--- config.mk ---
export PLATFORM = sky130hd
export DESIGN_NAME = hist_bin_streamer
export DESIGN_NICKNAME = d
export VERILOG_FILES = /design/src/rtl/hist_bin_streamer.sv
export SDC_FILE = /design/constraint.sdc
export NUM_CORES = 1
export LEC_CHECK = 0
export CORE_UTILIZATION = 50
export DETAILED_ROUTE_END_ITERATION = 7
export GPL_TIMING_DRIVEN = 1
export PLACE_DENSITY = 0.75
export SLEW_MARGIN = 20
export SYNTH_ARGS = -nofsm -noshare
export SYNTH_HDL_FRONTEND = slang
export SYNTH_SLANG_ARGS = --single-unit
--- constraint.sdc ---
create_clock -name aclk -period 26.9 [get_ports aclk]
set_clock_uncertainty 0.1 [all_clocks]
set_input_delay 4.035 -clock aclk [delete_from_list [all_inputs] [get_ports aclk]]
set_output_delay 4.035 -clock aclk [all_outputs]
set_load 0.01 [all_outputs]
--- src/rtl/hist_bin_streamer.sv ---
// Histogram bin accumulator: counts per-bin events and, on flush, streams one
// {addr[7:0], count[23:0]} AXI-Stream word per bin from a snapshot.
module hist_bin_streamer #(
    parameter int unsigned NUM_BINS  = 8,
    parameter logic [7:0]  BASE_ADDR = 8'h00
) (
    input  logic        aclk,
    input  logic        areset,
    input  logic        bin_valid,
    input  logic [2:0]  bin_idx,
    input  logic        flush,
    output logic        busy,
    output logic        sat,
    output logic [31:0] m_axis_tdata,
    output logic        m_axis_tvalid,
    input  logic        m_axis_tready,
    output logic        m_axis_tlast
);

    typedef enum logic {IDLE, SEND} state_t;

    localparam logic [2:0] LAST_IDX = 3'(NUM_BINS - 1);

    state_t                      state, state_nxt;
    logic [2:0]                  idx, idx_nxt;
    logic [NUM_BINS-1:0][23:0]   live_cnt, live_nxt, shadow;
    logic                        flush_acc, sat_set;

    always_comb begin
        state_nxt = state;
        idx_nxt   = idx;
        flush_acc = 1'b0;
        case (state)
            IDLE: if (flush) begin
                flush_acc = 1'b1;
                idx_nxt   = '0;
                state_nxt = SEND;
            end
            SEND: if (m_axis_tready) begin
                if (idx == LAST_IDX) begin
                    idx_nxt   = '0;
                    state_nxt = IDLE;
                end else begin
                    idx_nxt = idx + 3'd1;
                end
            end
            default: state_nxt = IDLE;
        endcase
    end

    // An increment coinciding with an accepted flush lands after the clear.
    always_comb begin
        live_nxt = flush_acc ? '0 : live_cnt;
        sat_set  = 1'b0;
        for (int unsigned i = 0; i < NUM_BINS; i++) begin
            if (live_cnt[i] == '1) sat_set = 1'b1;
            if (bin_valid && bin_idx == 3'(i)) begin
                if (flush_acc)
                    live_nxt[i] = 24'd1;
                else if (live_cnt[i] != '1)
                    live_nxt[i] = live_cnt[i] + 24'd1;
            end
        end
    end

    always_ff @(posedge aclk or posedge areset) begin
        if (areset) begin
            state    <= IDLE;
            idx      <= '0;
            live_cnt <= '0;
            shadow   <= '0;
            sat      <= 1'b0;
        end else begin
            state    <= state_nxt;
            idx      <= idx_nxt;
            live_cnt <= live_nxt;
            sat      <= sat | sat_set;
            if (flush_acc) shadow <= live_cnt;
        end
    end

    assign busy          = (state == SEND);
    assign m_axis_tvalid = busy;
    assign m_axis_tlast  = busy && (idx == LAST_IDX);
    assign m_axis_tdata  = busy ? {BASE_ADDR + {3'b000, idx, 2'b00}, shadow[idx]} : '0;

endmodule

==> metrics.txt, run 1 <==
status finished, final reports clean; type of element capturing the critical path output port; pre-CTS setup slack 19.68 ns; Floorplan Core Area 0.0387 mm²; Setup Buffers After CTS 0; Worst-Skew Late Latency 0.55 ns; power share of the sequential group 43.6%; total standard cell area after synthesis 0.0197 mm²; kind of launch point of the worst setup path flip-flop; initial antenna violation count 1; Tmin final 7.52 ns; mean instance size in the synthesized netlist 9.26 µm²; P&R area growth vs syn 11.3%; vias in the first global route 14900; die height 201 µm; vias per inst 5.95; antenna diode count 0; Clock Sinks 389; FP Rows 72; required time of the critical path 22.76 ns; type of the tightest min-delay check reg2reg; worst slew margin relative to its limit 10.9%; critical path class reg2out; standby leakage power 0.0100 µW; Fin Hold WS 0.369 ns; antenna-violating nets left 0; Switch Pwr 461 µW; I/O Buffers 38; most frequent standard cell in the layout excluding fill and tap cells sky130_fd_sc_hd__nand2_1; number of flip-flops and latches in the synthesized netlist 389; clk slew on worst S/H paths 0.06 ns; total global routing track utilization 25.0%; remaining global-route overflow 0; family with the most delay on the worst path buffers and inverters; Critical Path AT 3.39 ns; switching share of power 28.5%; number of library cell types mapped by synthesis 74; wire length of the first global-routing pass 80.9 mm; HPWL after DPL 33.7 mm; number of CTS-inserted buffers 42; number of detailed-routing iterations run before antenna repair 8; setup slack of the critical path after layout 19.38 ns; unrepaired setup endpoints after global routing no; commonest cells after routing, fill and taps aside 644 x sky130_fd_sc_hd__nand2_1, 387 x sky130_fd_sc_hd__dfrtp_1, 140 x sky130_fd_sc_hd__nor2_1, 73 x sky130_fd_sc_hd__a21oi_1, 69 x sky130_fd_sc_hd__xnor2_1; GR Layer Usage met2 38.0%; count of flip-flops with a built-in enable after synthesis 0; routing usage on met1 35.7%; area enclosed by the die boundary 0.0402 mm²; fraction of final layout cells sized beyond drive strength 1 7.92%; async set or reset register ratio after synthesis 100%; final hold violation count 0; Chip Width 201 µm; combined buffer and inverter count along the critical path 2; worst vdd ir 0.0510 mV; slowest cell on the critical path sky130_fd_sc_hd__dfrtp_4; maximum cell stage delay along the critical path 0.70 ns; Warnings, synthesis 0; ordered list of cells on the worst path buf_4 > mux4_2 > mux2i_1 > nor2b_1 > clkdlybuf4s50_1; power density cells 73.8 mW/mm²; number of filler cells placed in the layout 3288; pins over their slew limit 0; maximum buffer depth of the clock tree 3; fraction of power consumed by combinational cells 17.1%; number of gates resized after CTS 0; Initial Util 50.9%; number of vias in the routed layout 15800; share of the clock period used by the worst path 28.0%; TritonCTS clock tree built; Setup Viol. Count Final 0; aggregate routed wire length 50.1 mm; accumulated negative setup slack 0 ns; first-iteration detailed-routing DRC count 1700; number of hold-repair buffers added at the cts stage 0; number of max-capacitance violations reported 0; peak fanout along the critical path 32; Nets 2121; met3 layer usage reported by global route 4.33%; remaining design rule violation count 0; number of H-tree levels 2; buffer type at the clock tree root sky130_fd_sc_hd__clkbuf_16; Final GP Congestion 0.941; global routing's busiest layer met2; sequential fraction of the synthesis area 49.4%; I/O pin total 44; dominant register cell in the synthesized netlist sky130_fd_sc_hd__dfrtp_1; Fmax 133 MHz; actual slew at the worst max-slew pin 1.34 ns; internal power contribution 1160 µW; wire length per cell 18.9 µm; number of standard cells after synthesis 2130; pin count of the biggest net entering global routing 239; clock share of power 39.3%
-- worst min-delay path, stage by stage (launching register included) --
cell	delay [ns]
sky130_fd_sc_hd__dfrtp_1	0.34
sky130_fd_sc_hd__nand2_1	0.05
sky130_fd_sc_hd__nand2_1	0.05
-- flip-flops by register name, indices dropped and copies added (netlist names) --
| register | count |
|---|---|
| sat | 1 |
| busy | 1 |
| shadow | 192 |
| idx | 3 |
| live_cnt | 192 |
-- cell usage after synthesis (all sizes together) (14+ instances only) --
library cell / instances / area share, %
and3: 22 / 0.70
dfrtp: 389 / 49
inv: 30 / 0.57
nor4: 31 / 1.1
a21oi: 73 / 1.9
nor3: 22 / 0.56
nand2: 644 / 12
xor2: 18 / 0.80
mux4: 48 / 5.5
clkbuf: 103 / 2.0
nor2: 140 / 2.7
nor2b: 27 / 0.86
or4: 26 / 0.99
o21ai: 61 / 1.6
o31ai: 18 / 0.69
or3: 33 / 1.0
xnor2: 69 / 3.1
nand4: 63 / 2.0
a211oi: 23 / 0.88
nand2b: 14 / 0.44
and4: 24 / 1.1
buf: 29 / 0.81
mux2i: 44 / 2.2
nand3: 60 / 1.5
-- metal layers --
metal / vias up / part of all wire (%)
li1: 7341 / -
met1: 7779 / 43
met2: 551 / 46
met3: 106 / 6.8
met4: 2 / 3.9
met5: - / 0.026
-- worst paths after layout --
path	start	end	slack, ns	cells past startpoint
min	shadow[4]	shadow[4]	0.37	2
max	idx[0]	m_axis_tdata[12]	19.38	5
max reg2reg	busy	live_cnt[120]	23.18	6
min reg2reg	shadow[4]	shadow[4]	0.37	2
min in group asynchronous	areset	shadow[23]	3.91	2
max in group asynchronous	areset	live_cnt[103]	20.45	4
-- cell type report --
class / instances / area (µm²) / area share (%)
flip-flops and latches: 389 / 9740 / 44.4
multi-input cells: 1583 / 9360 / 42.7
clock buffers: 60 / 1280 / 5.84
well taps: 518 / 648 / 2.95
repair buffers: 57 / 536 / 2.44
clock inverters: 15 / 258 / 1.17
inverters: 30 / 120 / 0.547
-- power groups by stage --
stage / Clock, µW / Combinational [µW] / Sequential, µW
floorplan: 0 / 214 / 684
global placement: 0 / 269 / 712
detailed placement: 0 / 278 / 716
CTS: 646 / 280 / 705
global route: 669 / 304 / 714
finish: 636 / 277 / 706
-- metrics by stage --
stage	area, µm²	cells	power (µW)	util [%]
finish	21900	2652	1620	56.7
global route	21900	2652	1690	56.7
CTS	21900	2652	1630	56.7
detailed placement	20400	2577	993	52.7
global placement	20400	2577	981	52.7
floorplan	19700	2134	898	-
-- kinds of logic (layout without fill, tap and decap cells) --
| group | after synthesis | in the layout | share of synthesized area (%) |
|---|---|---|---|
| simple gates | 1152 | 1152 | 27.3 |
| flops | 389 | 389 | 49.4 |
| compound gates | 236 | 236 | 7.73 |
| buf+inv | 162 | 162 | 3.34 |
| mux | 93 | 93 | 7.77 |
| xor+xnor | 87 | 87 | 3.87 |
| fa+ha+maj | 10 | 10 | 0.635 |
| other cells | 1 | 5 | 0.0190 |
Power figures use the tool's default switching activity.
==> run 2, diff against run 1 <==
Settings changed: PLACE_DENSITY 0.75 to 0.78.
Clock period 26.9 ns to 6.25 ns, I/O delays scaled along.
==> metrics.txt, run 2 (synthesis gave the netlist of run 1 again) <==
non-filler instance count after layout 2649; wire length of the first global-routing pass 80.5 mm; antenna diode count 0; pre-CTS setup slack 2.49 ns; number of vias in the routed layout 16000; vias per inst 6.03; share of the clock period used by the worst path 66.5%; pin count of the biggest net entering global routing 163; I/O Buffers 38; unrepaired setup endpoints after global routing no; Floorplan Core Area 0.0387 mm²; Tmin final 4.15 ns; antenna-violating nets left 0; Initial Util 50.9%; pins over their slew limit 0; most frequent standard cell in the layout excluding fill and tap cells sky130_fd_sc_hd__nand2_1; total global routing track utilization 24.8%; Worst-Skew Late Latency 0.54 ns; Seq. cell area 0.00974 mm²; initial antenna violation count 0; number of H-tree levels 2; Cells after DPL 2573; Nets 2118; vias in the first global route 14800; HPWL after DPL 33.6 mm; number of gates resized after CTS 0; status finished, final reports clean; first-iteration detailed-routing DRC count 1616; actual slew at the worst max-slew pin 1.05 ns; remaining design rule violation count 0; type of element capturing the critical path output port; worst slew margin relative to its limit 29.1%; TritonCTS clock tree built; clk slew on worst S/H paths 0.06 ns; Chip Width 201 µm; P&R area growth vs syn 11.0%; FP Rows 72; Setup Buffers After CTS 0; setup slack of the critical path after layout 2.10 ns; number of CTS-inserted buffers 42; area enclosed by the die boundary 0.0402 mm²; maximum buffer depth of the clock tree 3; final hold violation count 0; number of detailed-routing iterations run before antenna repair 6; Final GP Congestion 0.915; Clock Sinks 389; number of filler cells placed in the layout 3236; Fmax 241 MHz; commonest cells after routing, fill and taps aside 644 x sky130_fd_sc_hd__nand2_1, 386 x sky130_fd_sc_hd__dfrtp_1, 140 x sky130_fd_sc_hd__nor2_1, 73 x sky130_fd_sc_hd__a21oi_1, 69 x sky130_fd_sc_hd__xnor2_1; number of max-capacitance violations reported 0; peak fanout along the critical path 38; fraction of final layout cells sized beyond drive strength 1 7.51%; remaining global-route overflow 0; aggregate routed wire length 49.8 mm; type of the tightest min-delay check reg2reg; area used by multi-input combinational logic 0.00937 mm²; power density cells 309 mW/mm²; number of hold-repair buffers added at the cts stage 0; required time of the critical path 5.21 ns; wire length per cell 18.8 µm; buffer type at the clock tree root sky130_fd_sc_hd__clkbuf_16; standby leakage power 0.00999 µW; critical path class reg2out; biggest registers after layout live_cnt: 192 flops, shadow: 192 flops, idx: 3 flops; I/O pin total 44; worst vdd ir 0.221 mV; Setup Viol. Count Final 0; Critical Path AT 3.12 ns; die height 201 µm; kind of launch point of the worst setup path flip-flop
run 2: changes by cell type in the layout (fill, tap and decap cells not counted), sizes merged:
cell | previous run | this run
bufinv | 7 | 3
buf | 19 | 16
clkinv | 5 | 4
clkinvlp | 3 | 2
clkbuf | 60 | 66
run 2: path summary, 6_finish.rpt:
path                                    start          endpoint  slack [ns]  cells past startpoint
min in group asynchronous              areset            idx[2]        0.88                      3
max in group asynchronous              areset      live_cnt[57]        4.36                      3
worst min-delay path               shadow[18]        shadow[18]        0.37                      2
worst max-delay path                   idx[1]  m_axis_tdata[11]        2.10                      5
worst max register to register  live_cnt[120]     live_cnt[121]        3.23                      6
worst min register to register     shadow[18]        shadow[18]        0.37                      2
run 2: metrics by stage:
step	total power (µW)	hold slack (ns)	instance area (µm²)	utilization, %	TNS (ns)
after CTS	6760	0.376	21800	56.4	0
final	6750	0.372	21900	56.5	0
after global placement	4190	0.354	20400	52.8	0
after global routing	7020	0.385	21900	56.5	0
after detailed placement	4250	0.362	20400	52.8	0
after floorplan	3870	0.340	19700	-	-7.55
run 2: where the power goes:
group / switching (µW) / total [µW] / internal (µW)
clock network: 999 / 2520 / 1520
registers: 309 / 3070 / 2760
logic: 636 / 1170 / 531
total: 1940 / 6750 / 4810
run 2: layer usage:
metal	GRT usage, %	vias up	wire [µm]
met5	0	-	0
met4	8.15	0	1590
met3	4.63	112	3520
met2	36.7	607	22300
met1	36.9	7915	22500
li1	-	7336	-
run 2: final cells by class:
cell class                 count  share of cell area (%)
multi-input combinational   1583                    42.8
clock buffer                  66                    5.82
inverter                      30                   0.532
clock inverter                 9                   0.578
sequential                   389                    44.5
tap                          518                    2.96
timing repair buffer          54                    2.78
run 2: critical path, stage by stage, from the launching register on:
cell and delay, ns:
sky130_fd_sc_hd__dfrtp_2 0.57, sky130_fd_sc_hd__buf_4 0.56, sky130_fd_sc_hd__mux4_2 0.42, sky130_fd_sc_hd__mux2i_1 0.37, sky130_fd_sc_hd__nor2b_1 0.11, sky130_fd_sc_hd__clkdlybuf4s50_1 0.50
==> run 3, diff against run 2 <==
Clock period 6.25 ns to 3.8 ns, I/O delays scaled along.
==> metrics.txt, run 3 (synthesis gave the netlist of run 1 again) <==
combined buffer and inverter count along the critical path 2; standby leakage power 0.0101 µW; ordered list of cells on the worst path buf_4 > mux4_2 > mux2i_1 > nor2b_1 > clkdlybuf4s50_1; first-iteration detailed-routing DRC count 1770; status finished, final reports clean; most frequent standard cell in the layout excluding fill and tap cells sky130_fd_sc_hd__nand2_1; maximum buffer depth of the clock tree 3; family with the most delay on the worst path multiplexers; Hold Crit Endpoint shadow[51]; Clock Sinks 389; worst slew margin relative to its limit 35.7%; aggregate routed wire length 49.3 mm; Fmax 279 MHz; maximum cell stage delay along the critical path 0.58 ns; Chip Width 201 µm; antenna diode count 0; I/O pin total 44; clk slew on worst S/H paths 0.06 ns; Setup Buffers After CTS 0; pin count of the biggest net entering global routing 91; post-route total power 10900 µW; final core utilization 56.9%; number of cells on the critical path 5; commonest cells after routing, fill and taps aside 644 x sky130_fd_sc_hd__nand2_1, 387 x sky130_fd_sc_hd__dfrtp_1, 140 x sky130_fd_sc_hd__nor2_1, 73 x sky130_fd_sc_hd__a21oi_1, 69 x sky130_fd_sc_hd__xnor2_1; Final GP Congestion 0.899; number of detailed-routing iterations run before antenna repair 5; power density cells 496 mW/mm²; Critical Path AT 2.91 ns; number of filler cells placed in the layout 3254; wire length of the first global-routing pass 81.6 mm; Floorplan Core Area 0.0387 mm²; area enclosed by the die boundary 0.0402 mm²; slowest cell on the critical path sky130_fd_sc_hd__dfrtp_4; number of gates resized after CTS 0; remaining global-route overflow 0; peak fanout along the critical path 12; final hold violation count 0; P&R area growth vs syn 11.8%; I/O Buffers 38; TritonCTS clock tree built; worst vdd ir 0.320 mV; Initial Util 50.9%; type of the tightest min-delay check reg2reg; buffer type at the clock tree root sky130_fd_sc_hd__clkbuf_16; cell depth of the worst hold path 2; unrepaired setup endpoints after global routing no; required time of the critical path 3.13 ns; Min-Delay Startpoint shadow[51]; non-filler instance count after layout 2672; number of CTS-inserted buffers 41; remaining design rule violation count 0; FP Rows 72; vias per inst 5.98; Setup Viol. Count Final 0; Tmin final 3.58 ns; share of the clock period used by the worst path 94.3%; total global routing track utilization 25.0%; flop-to-flop setup slack 1.06 ns; R2R cell count 6; worst reg2reg path endpoint live_cnt[146]; Cells after DPL 2600; antenna-violating nets left 0; fraction of final layout cells sized beyond drive strength 1 8.68%; actual slew at the worst max-slew pin 0.964 ns; critical path class reg2out; wire length per cell 18.4 µm; number of H-tree levels 2; vias in the first global route 15300; number of max-capacitance violations reported 0; initial antenna violation count 0; die height 201 µm; Worst-Skew Late Latency 0.54 ns; biggest registers after layout live_cnt: 192 flops, shadow: 192 flops, idx: 3 flops; number of hold-repair buffers added at the cts stage 0; startpoint of the worst-slack reg-to-reg timing path live_cnt[144]; number of vias in the routed layout 16000; pins over their slew limit 0; HPWL after DPL 34.7 mm; kind of launch point of the worst setup path flip-flop; Nets 2143; type of element capturing the critical path output port
run 3: changes by cell type in the layout (fill, tap and decap cells not counted), sizes merged:
cell / before / now
buf: 16 / 42
clkbuf: 66 / 60
clkinv: 4 / 10
bufinv: 3 / 0
run 3: per-stage QoR:
step	cell area [µm²]	setup TNS (ns)	hold slack (ns)	setup WS, ns
after CTS	22000	0	0.373	0.207
after floorplan	19700	-817.64	0.340	-2.10
final	22000	0	0.372	0.218
after global routing	22000	0	0.383	0.121
after global placement	20700	0	0.353	0.629
after detailed placement	20700	0	0.359	0.460
run 3: layout make-up:
class | instances | area [µm²] | share of cell area (%)
Sequential cell | 389 | 9740 | 44.2
Clock inverter | 12 | 66.3 | 0.301
Tap cell | 518 | 648 | 2.94
Timing Repair Buffer | 80 | 858 | 3.89
Multi-Input combinational cell | 1583 | 9370 | 42.5
Clock buffer | 60 | 1240 | 5.63
Inverter | 30 | 116 | 0.528
run 3: how the worst max path moves through the flow:
stage | slack (ns) | start | end
floorplan | -2.10 | areset | busy
CTS | 0.21 | idx[0] | m_axis_tdata[21]
finish | 0.22 | idx[0] | m_axis_tdata[11]
global route | 0.12 | idx[0] | m_axis_tdata[23]
detailed placement | 0.46 | bin_idx[0] | live_cnt[115]
global placement | 0.63 | bin_idx[0] | live_cnt[119]
run 3: power by group:
part / internal, µW / switching [µW] / leakage (µW)
Sequential: 4540 / 439 / 0.00537
Clock: 2260 / 1630 / 0.000654
Combinational: 943 / 1110 / 0.00408
run 3: routing by layer:
layer | wire length, µm | vias up | global-route usage [%]
met2 | 22800 | 586 | 38.8
met4 | 1170 | 0 | 6.65
met3 | 3220 | 80 | 3.85
li1 | - | 7356 | -
met1 | 22100 | 7958 | 36.5
met5 | 0 | - | 0
run 3: tightest hold or removal path: cells and delay by family, from the launching register on:
family / cells / cell delay [ns]
DFF: 1 / 0.33
and+or+nand+nor: 2 / 0.11
